**src/rtl/ram_stream_reader.sv**
```systemverilog
// ============================================================================
// ram_stream_reader : sweeps a RAM address window out as a valid/ready stream
//   with a last marker. Optional macro RAM_STREAM_STALL_CNT_EN adds the
//   stall_cycles output.
// Rev 1.0
// ============================================================================
`default_nettype none

module ram_stream_reader #(
    parameter int DATA_WIDTH    = 16,
    parameter int ADDRESS_WIDTH = 12,
    parameter int MEM_DEPTH     = 2500,
    parameter int LEN_WIDTH     = 12
) (
    input  logic                     clk,
    input  logic                     rst,
    input  logic                     start,
    input  logic [ADDRESS_WIDTH-1:0] base_addr,
    input  logic [LEN_WIDTH-1:0]     length,
    output logic                     busy,
    output logic                     done,
    output logic                     err,
    output logic [ADDRESS_WIDTH-1:0] ram_addr,
    output logic                     ram_we,
    input  logic [DATA_WIDTH-1:0]    ram_rdata,
    output logic [DATA_WIDTH-1:0]    out_data,
    output logic                     out_valid,
    output logic                     out_last,
    input  logic                     out_ready
`ifdef RAM_STREAM_STALL_CNT_EN
    ,
    output logic [15:0]              stall_cycles
`endif
);

    localparam logic [1:0] c_IDLE  = 2'd0;
    localparam logic [1:0] c_ISSUE = 2'd1;
    localparam logic [1:0] c_DRAIN = 2'd2;
    localparam int         c_EXT_WIDTH = ADDRESS_WIDTH + 1;

    logic [1:0]               r_state;
    logic [1:0]               w_next_state;
    logic [ADDRESS_WIDTH-1:0] r_base;
    logic [ADDRESS_WIDTH-1:0] r_addr_hold;
    logic [LEN_WIDTH-1:0]     r_len;
    logic [LEN_WIDTH-1:0]     r_issued;
    logic                     r_inflight;
    logic                     r_inflight_last;
    logic [DATA_WIDTH-1:0]    r_data0;
    logic [DATA_WIDTH-1:0]    r_data1;
    logic                     r_last0;
    logic                     r_last1;
    logic [1:0]               r_count;
    logic                     r_err;
    logic                     r_zero_done;

    logic                     w_pop;
    logic                     w_push;
    logic                     w_issue;
    logic                     w_issue_last;
    logic                     w_final_pop;
    logic                     w_cmd_zero;
    logic                     w_cmd_oob;
    logic                     w_accept;
    logic [c_EXT_WIDTH-1:0]   w_end;
    logic [2:0]               w_credit;

    // Window end computed one bit wider so base+length cannot wrap.
    assign w_end      = c_EXT_WIDTH'(base_addr) + c_EXT_WIDTH'(length);
    assign w_cmd_zero = (length == '0);
    assign w_cmd_oob  = (w_end > c_EXT_WIDTH'(MEM_DEPTH));
    assign w_accept   = (r_state == c_IDLE) && start && !w_cmd_zero && !w_cmd_oob;

    assign out_valid    = (r_count != 2'd0);
    assign out_data     = r_data0;
    assign out_last     = out_valid && r_last0;
    assign w_pop        = out_valid && out_ready;
    assign w_push       = r_inflight;
    assign w_credit     = {1'b0, r_count} + {2'b00, r_inflight} - {2'b00, w_pop};
    assign w_issue_last = (r_issued == (r_len - LEN_WIDTH'(1)));
    assign ram_we       = 1'b0;
    assign err          = r_err;

    // State register
    always_ff @(posedge clk) begin
        if (rst) begin
            r_state <= c_IDLE;
        end else begin
            r_state <= w_next_state;
        end
    end

    // Next-state logic
    always_comb begin
        w_next_state = r_state;
        case (r_state)
            c_IDLE:  if (w_accept) w_next_state = c_ISSUE;
            c_ISSUE: if (w_issue && w_issue_last) w_next_state = c_DRAIN;
            c_DRAIN: if (w_final_pop) w_next_state = c_IDLE;
            default: w_next_state = c_IDLE;
        endcase
    end

    // Output logic: issue decision, address, completion
    always_comb begin
        w_issue     = 1'b0;
        w_final_pop = 1'b0;
        busy        = (r_state != c_IDLE);
        ram_addr    = r_addr_hold;
        if ((r_state == c_ISSUE) && (r_issued < r_len) && (w_credit < 3'd2)) begin
            w_issue  = 1'b1;
            ram_addr = r_base + ADDRESS_WIDTH'(r_issued);
        end
        if ((r_state == c_DRAIN) && w_pop && r_last0) begin
            w_final_pop = 1'b1;
        end
        done = r_zero_done || w_final_pop;
    end

    always_ff @(posedge clk) begin
        if (rst) begin
            r_base          <= '0;
            r_addr_hold     <= '0;
            r_len           <= '0;
            r_issued        <= '0;
            r_inflight      <= 1'b0;
            r_inflight_last <= 1'b0;
            r_data0         <= '0;
            r_data1         <= '0;
            r_last0         <= 1'b0;
            r_last1         <= 1'b0;
            r_count         <= 2'd0;
            r_err           <= 1'b0;
            r_zero_done     <= 1'b0;
        end else begin
            r_err       <= (r_state == c_IDLE) && start && !w_cmd_zero && w_cmd_oob;
            r_zero_done <= (r_state == c_IDLE) && start && w_cmd_zero;
            if (w_accept) begin
                r_base   <= base_addr;
                r_len    <= length;
                r_issued <= '0;
            end else if (w_issue) begin
                r_issued    <= r_issued + LEN_WIDTH'(1);
                r_addr_hold <= ram_addr;
            end
            r_inflight      <= w_issue;
            r_inflight_last <= w_issue && w_issue_last;

            // Two-entry shift FIFO; the credit rule keeps a push off a full buffer.
            case ({w_push, w_pop})
                2'b10: begin
                    if (r_count == 2'd0) begin
                        r_data0 <= ram_rdata;
                        r_last0 <= r_inflight_last;
                    end else begin
                        r_data1 <= ram_rdata;
                        r_last1 <= r_inflight_last;
                    end
                    r_count <= r_count + 2'd1;
                end
                2'b01: begin
                    r_data0 <= r_data1;
                    r_last0 <= r_last1;
                    r_count <= r_count - 2'd1;
                end
                2'b11: begin
                    if (r_count == 2'd1) begin
                        r_data0 <= ram_rdata;
                        r_last0 <= r_inflight_last;
                    end else begin
                        r_data0 <= r_data1;
                        r_last0 <= r_last1;
                        r_data1 <= ram_rdata;
                        r_last1 <= r_inflight_last;
                    end
                end
                default: ;
            endcase
        end
    end

`ifdef RAM_STREAM_STALL_CNT_EN
    logic [15:0] r_stall;

    always_ff @(posedge clk) begin
        if (rst) begin
            r_stall <= '0;
        end else if (w_accept) begin
            r_stall <= '0;
        end else if (busy && out_valid && !out_ready && (r_stall != 16'hFFFF)) begin
            r_stall <= r_stall + 16'd1;
        end
    end

    assign stall_cycles = r_stall;
`endif

endmodule

`default_nettype wire

```
**config.mk**
```make
export PLATFORM = sky130hd
export DESIGN_NAME = ram_stream_reader
export DESIGN_NICKNAME = d
export VERILOG_FILES = /design/src/rtl/ram_stream_reader.sv
export SDC_FILE = /design/constraint.sdc
export NUM_CORES = 1
export LEC_CHECK = 0
export ABC_AREA = 1
export CAP_MARGIN = 15
export CORE_ASPECT_RATIO = 1.75
export CORE_MARGIN = 4
export CORE_UTILIZATION = 34
export CTS_BUF_LIST = sky130_fd_sc_hd__clkbuf_4 sky130_fd_sc_hd__clkbuf_8
export CTS_CLUSTER_DIAMETER = 80
export DETAILED_ROUTE_END_ITERATION = 8
export MAX_ROUTING_LAYER = met4
export PLACE_DENSITY_LB_ADDON = 0.05
export SLEW_MARGIN = 10
export SYNTH_ARGS = -nofsm -noshare
export SYNTH_HDL_FRONTEND = slang
export SYNTH_SLANG_ARGS = --single-unit
export TNS_END_PERCENT = 5
```
**constraint.sdc**
```tcl
create_clock -name clk -period 2.9 [get_ports clk]
set_input_delay 0.29 -clock clk [delete_from_list [all_inputs] [get_ports clk]]
set_output_delay 0.29 -clock clk [all_outputs]
set_load 0.01 [all_outputs]
```
==> out/qor.csv <==
stage,metric,value,unit
clock_network,path_clk_slew,0.10,ns
power,p_leak,3.95,nW
grt,track_usage,0.196,
layout,nets,1196,
job,maxCapViolCount,0,
place,hpwl,15300,um
run_status,status,"complete, but fails checks",
setup_path,crit_fanout,7,
place,dpl_cell_area,7790,um2
grt,grt_overflow_total,0,
layout,diodes,0,
sta,setup_slack,-0.269,ns
yosys,synthArstFlopShare,0,
power,ir_drop,0.247,mV
floorplan,fp-row-count,65,
clock_network,cts-root-buf,clkbuf_8,
clock_network,cts_tree,done,
yosys,syn-num-nets,1050,
clock_network,numCtsBuffers,9,
yosys,synth_warnings,0,
power,p_int,3.20,mW
sta,min_period,3.17,ns
yosys,ys_types,38,
layout,drive_above_1_share,0.186,
power,switching_share,0.396,
sta,fin_skew,0.0137,ns
grt,grt.met3_usage,0.0253,
route,drc,0,
grt,grt_pass1_wl,31000,um
yosys,synth_seq_area_share,0.291,
setup_path,end_kind,primary output,
min_path,holdCritPathClass,flop to flop,
power,power_density,640,nW/um2
layout,stdcell_area,8260,um2
setup_path,critPathBufInv,6,
clock_network,clk_path_buf_depth,2,
route,vias_per_cell,4.71,
layout,areaGrowthSynthToFinish,33.3,%
place,post-place-ws,-0.707,ns
sta,whs,0.459,ns
yosys,synth_top_cell_area_share,0.291,
setup_path,cpMaxStageDelayCell,fa_2,
route,dr_total_vias,6337,
clock_network,htreeDepth,3,
place,io_buffers,76,
yosys,synth_edf_count,0,
grt,grt_use_met1,0.182,
grt,met2_usage,0.388,
yosys,synth_cells,960,
route,wirelength,18800,um
setup_path,arrival,2.88,ns
route,wl_per_cell,14.0,um
power,clkPwrFrac,0.171,
sta,fmaxAchievable,316,MHz
sta,setup_violations,12,
setup_path,path_cells,"inv_2, ha_4, inv_4, nand2_4, inv_4, ha_4, or2_4, fa_2, nand3_4, nor2_4, buf_6, or2_4, inv_2, nor2_2, buf_2",
clock_network,insertion_delay,0.39,ns
power,p_comb_frac,0.527,
sta,tns,-2.81,ns
setup_path,critPathMaxStageDelay,0.55,ns
sta,slew_violations,0,
floorplan,ios,78,
sta,slew_headroom,0.627,
power,p_switching,2.09,mW
route,ant_nets,0,
sta,rsz0062_at_grt,yes,
layout,final_common_cell,nand2_1,
setup_path,crit_type,flop to primary output,
sta,period_share,1.09,
grt,grt_max_degree,50,
sta,tightest_slew,0.559,ns
grt,grt_most_used_layer,met2,
grt,first_global_vias,6504,
setup_path,cpLargestDelayFamily,adder cells,
yosys,yosysTopAreaCell,dfxtp_1,
layout,final_cell_mix,"nand2_1, inv_1, nor2_1, dfxtp_1, nand3_1",
clock_network,cts_hold_buf,0,
floorplan,start_util,0.345,
grt,antenna_found_initial,0,
setup_path,crit_required,2.61,ns
run_status,violations,negative setup slack,
route,dr.pass1.iters,4,
yosys,netlist_area,6200,um2
floorplan,core,18000,um2
setup_path,start_kind,flop,
yosys,synthTopCellsByArea,"dfxtp_1, nand2_1, inv_1",
sta,timing.final.hold_violations,0,
power,power_frac_seq,0.302,
yosys,syn_avg_cell_area,6.45,um2
route,drtIter0Drc,236,
floorplan,die_h,187,um
yosys,synth-main-ff-cell,dfxtp_1,
clock_network,cts.sink_count,90,
yosys,yosys_register_bits,90,
place,finalWeightedCongestion,0.842,
floorplan,die_w,110,um
floorplan,dieArea,20500,um2
power,power.total,5.29,mW
[metal layers]
layer  vias to the layer above  share of wire  wire, um
li1                       3343              -         -
met1                      2873           0.36      6740
met2                        96           0.59     11100
met3                        25          0.028       521
met4                         0          0.026       493
met5                         -              0         0
[power groups by stage]
stage                     combinational, mW  sequential [mW]  clock [mW]
after global routing                   3.12             1.63       0.990
after global placement                 2.56             1.63           0
after floorplan                        1.46             1.66           0
after detailed placement               2.57             1.63           0
final                                  2.78             1.60       0.904
after CTS                              2.77             1.60       0.945
[area by class of cell]
class | count | area, um2
clock inverters | 7 | 76.3
flip-flops and latches | 90 | 1800
multi-input cells | 673 | 3840
repair buffers | 170 | 1500
inverters | 162 | 616
well taps | 234 | 293
fillers | 1956 | 9710
clock buffers | 9 | 124
[flip-flops by register name, indices dropped and copies added (netlist names)]
register,count
out_data,16
r_base,12
r_last1,1
r_count,2
r_len,12
r_inflight,1
r_state,2
r_last0,1
err,1
r_inflight_last,1
r_data1,16
r_addr_hold,12
r_zero_done,1
r_issued,12
[worst reg2reg max path, delay by kind of cell (launching register included)]
family,cells,cell delay [ns]
adder cells (fa/ha/maj),3,0.89
buffers and inverters,10,0.83
AND/OR/NAND/NOR,5,0.57
flip-flops,1,0.35
AO/OA/AOI/OAI,1,0.14
[Yosys cell counts, types with 3 or more instances]
cell and n:
a21oi_1 53, a21oi_2 11, buf_2 5, clkbuf_1 25
dfxtp_1 90, fa_1 3, ha_1 43, inv_1 159
nand2_1 195, nand3_1 87, nand4_1 13, nor2_1 129
nor3_1 18, nor4_1 3, o211ai_1 5, o21ai_0 40
o221ai_1 13, or2_2 16, xnor2_1 10, xor2_1 21
[worst paths after layout]
kind / from / endpoint / slack, ns / depth (start not counted)
setup / recovery: r_count[0]$_SDFFE_PP0P_ / ram_addr[2] / -0.27 / 15
hold / removal: r_data1[9]$_SDFFE_PP0P_ / r_data1[9]$_SDFFE_PP0P_ / 0.46 / 2
setup reg to reg: r_count[0]$_SDFFE_PP0P_ / r_addr_hold[2]$_SDFFE_PP0P_ / 0.03 / 19
hold reg to reg: r_data1[9]$_SDFFE_PP0P_ / r_data1[9]$_SDFFE_PP0P_ / 0.46 / 2
[timing repair]
item,4_1_cts,5_1_grt
pin swaps,12,3
endpoints found under the setup margin,16,20
resized for setup,115,10
cloned,2,0
setup buffers,9,0
[logic make-up (layout without fill, tap and decap cells)]
kind of cell,after synthesis,after routing,synth area share
compound gates,127,127,0.121
xor+xnor,31,31,0.0438
fa+ha+maj,46,46,0.0965
flops,90,90,0.291
other cells,1,1,0.000605
simple gates,468,468,0.322
buf+inv,197,348,0.125
[per-stage QoR]
step / utilization / instances
floorplan: - / 960
global placement: 0.433 / 1318
detailed placement: 0.433 / 1318
CTS: 0.458 / 1345
global route: 0.460 / 1345
finish: 0.460 / 1345
Power figures use the tool's default switching activity.
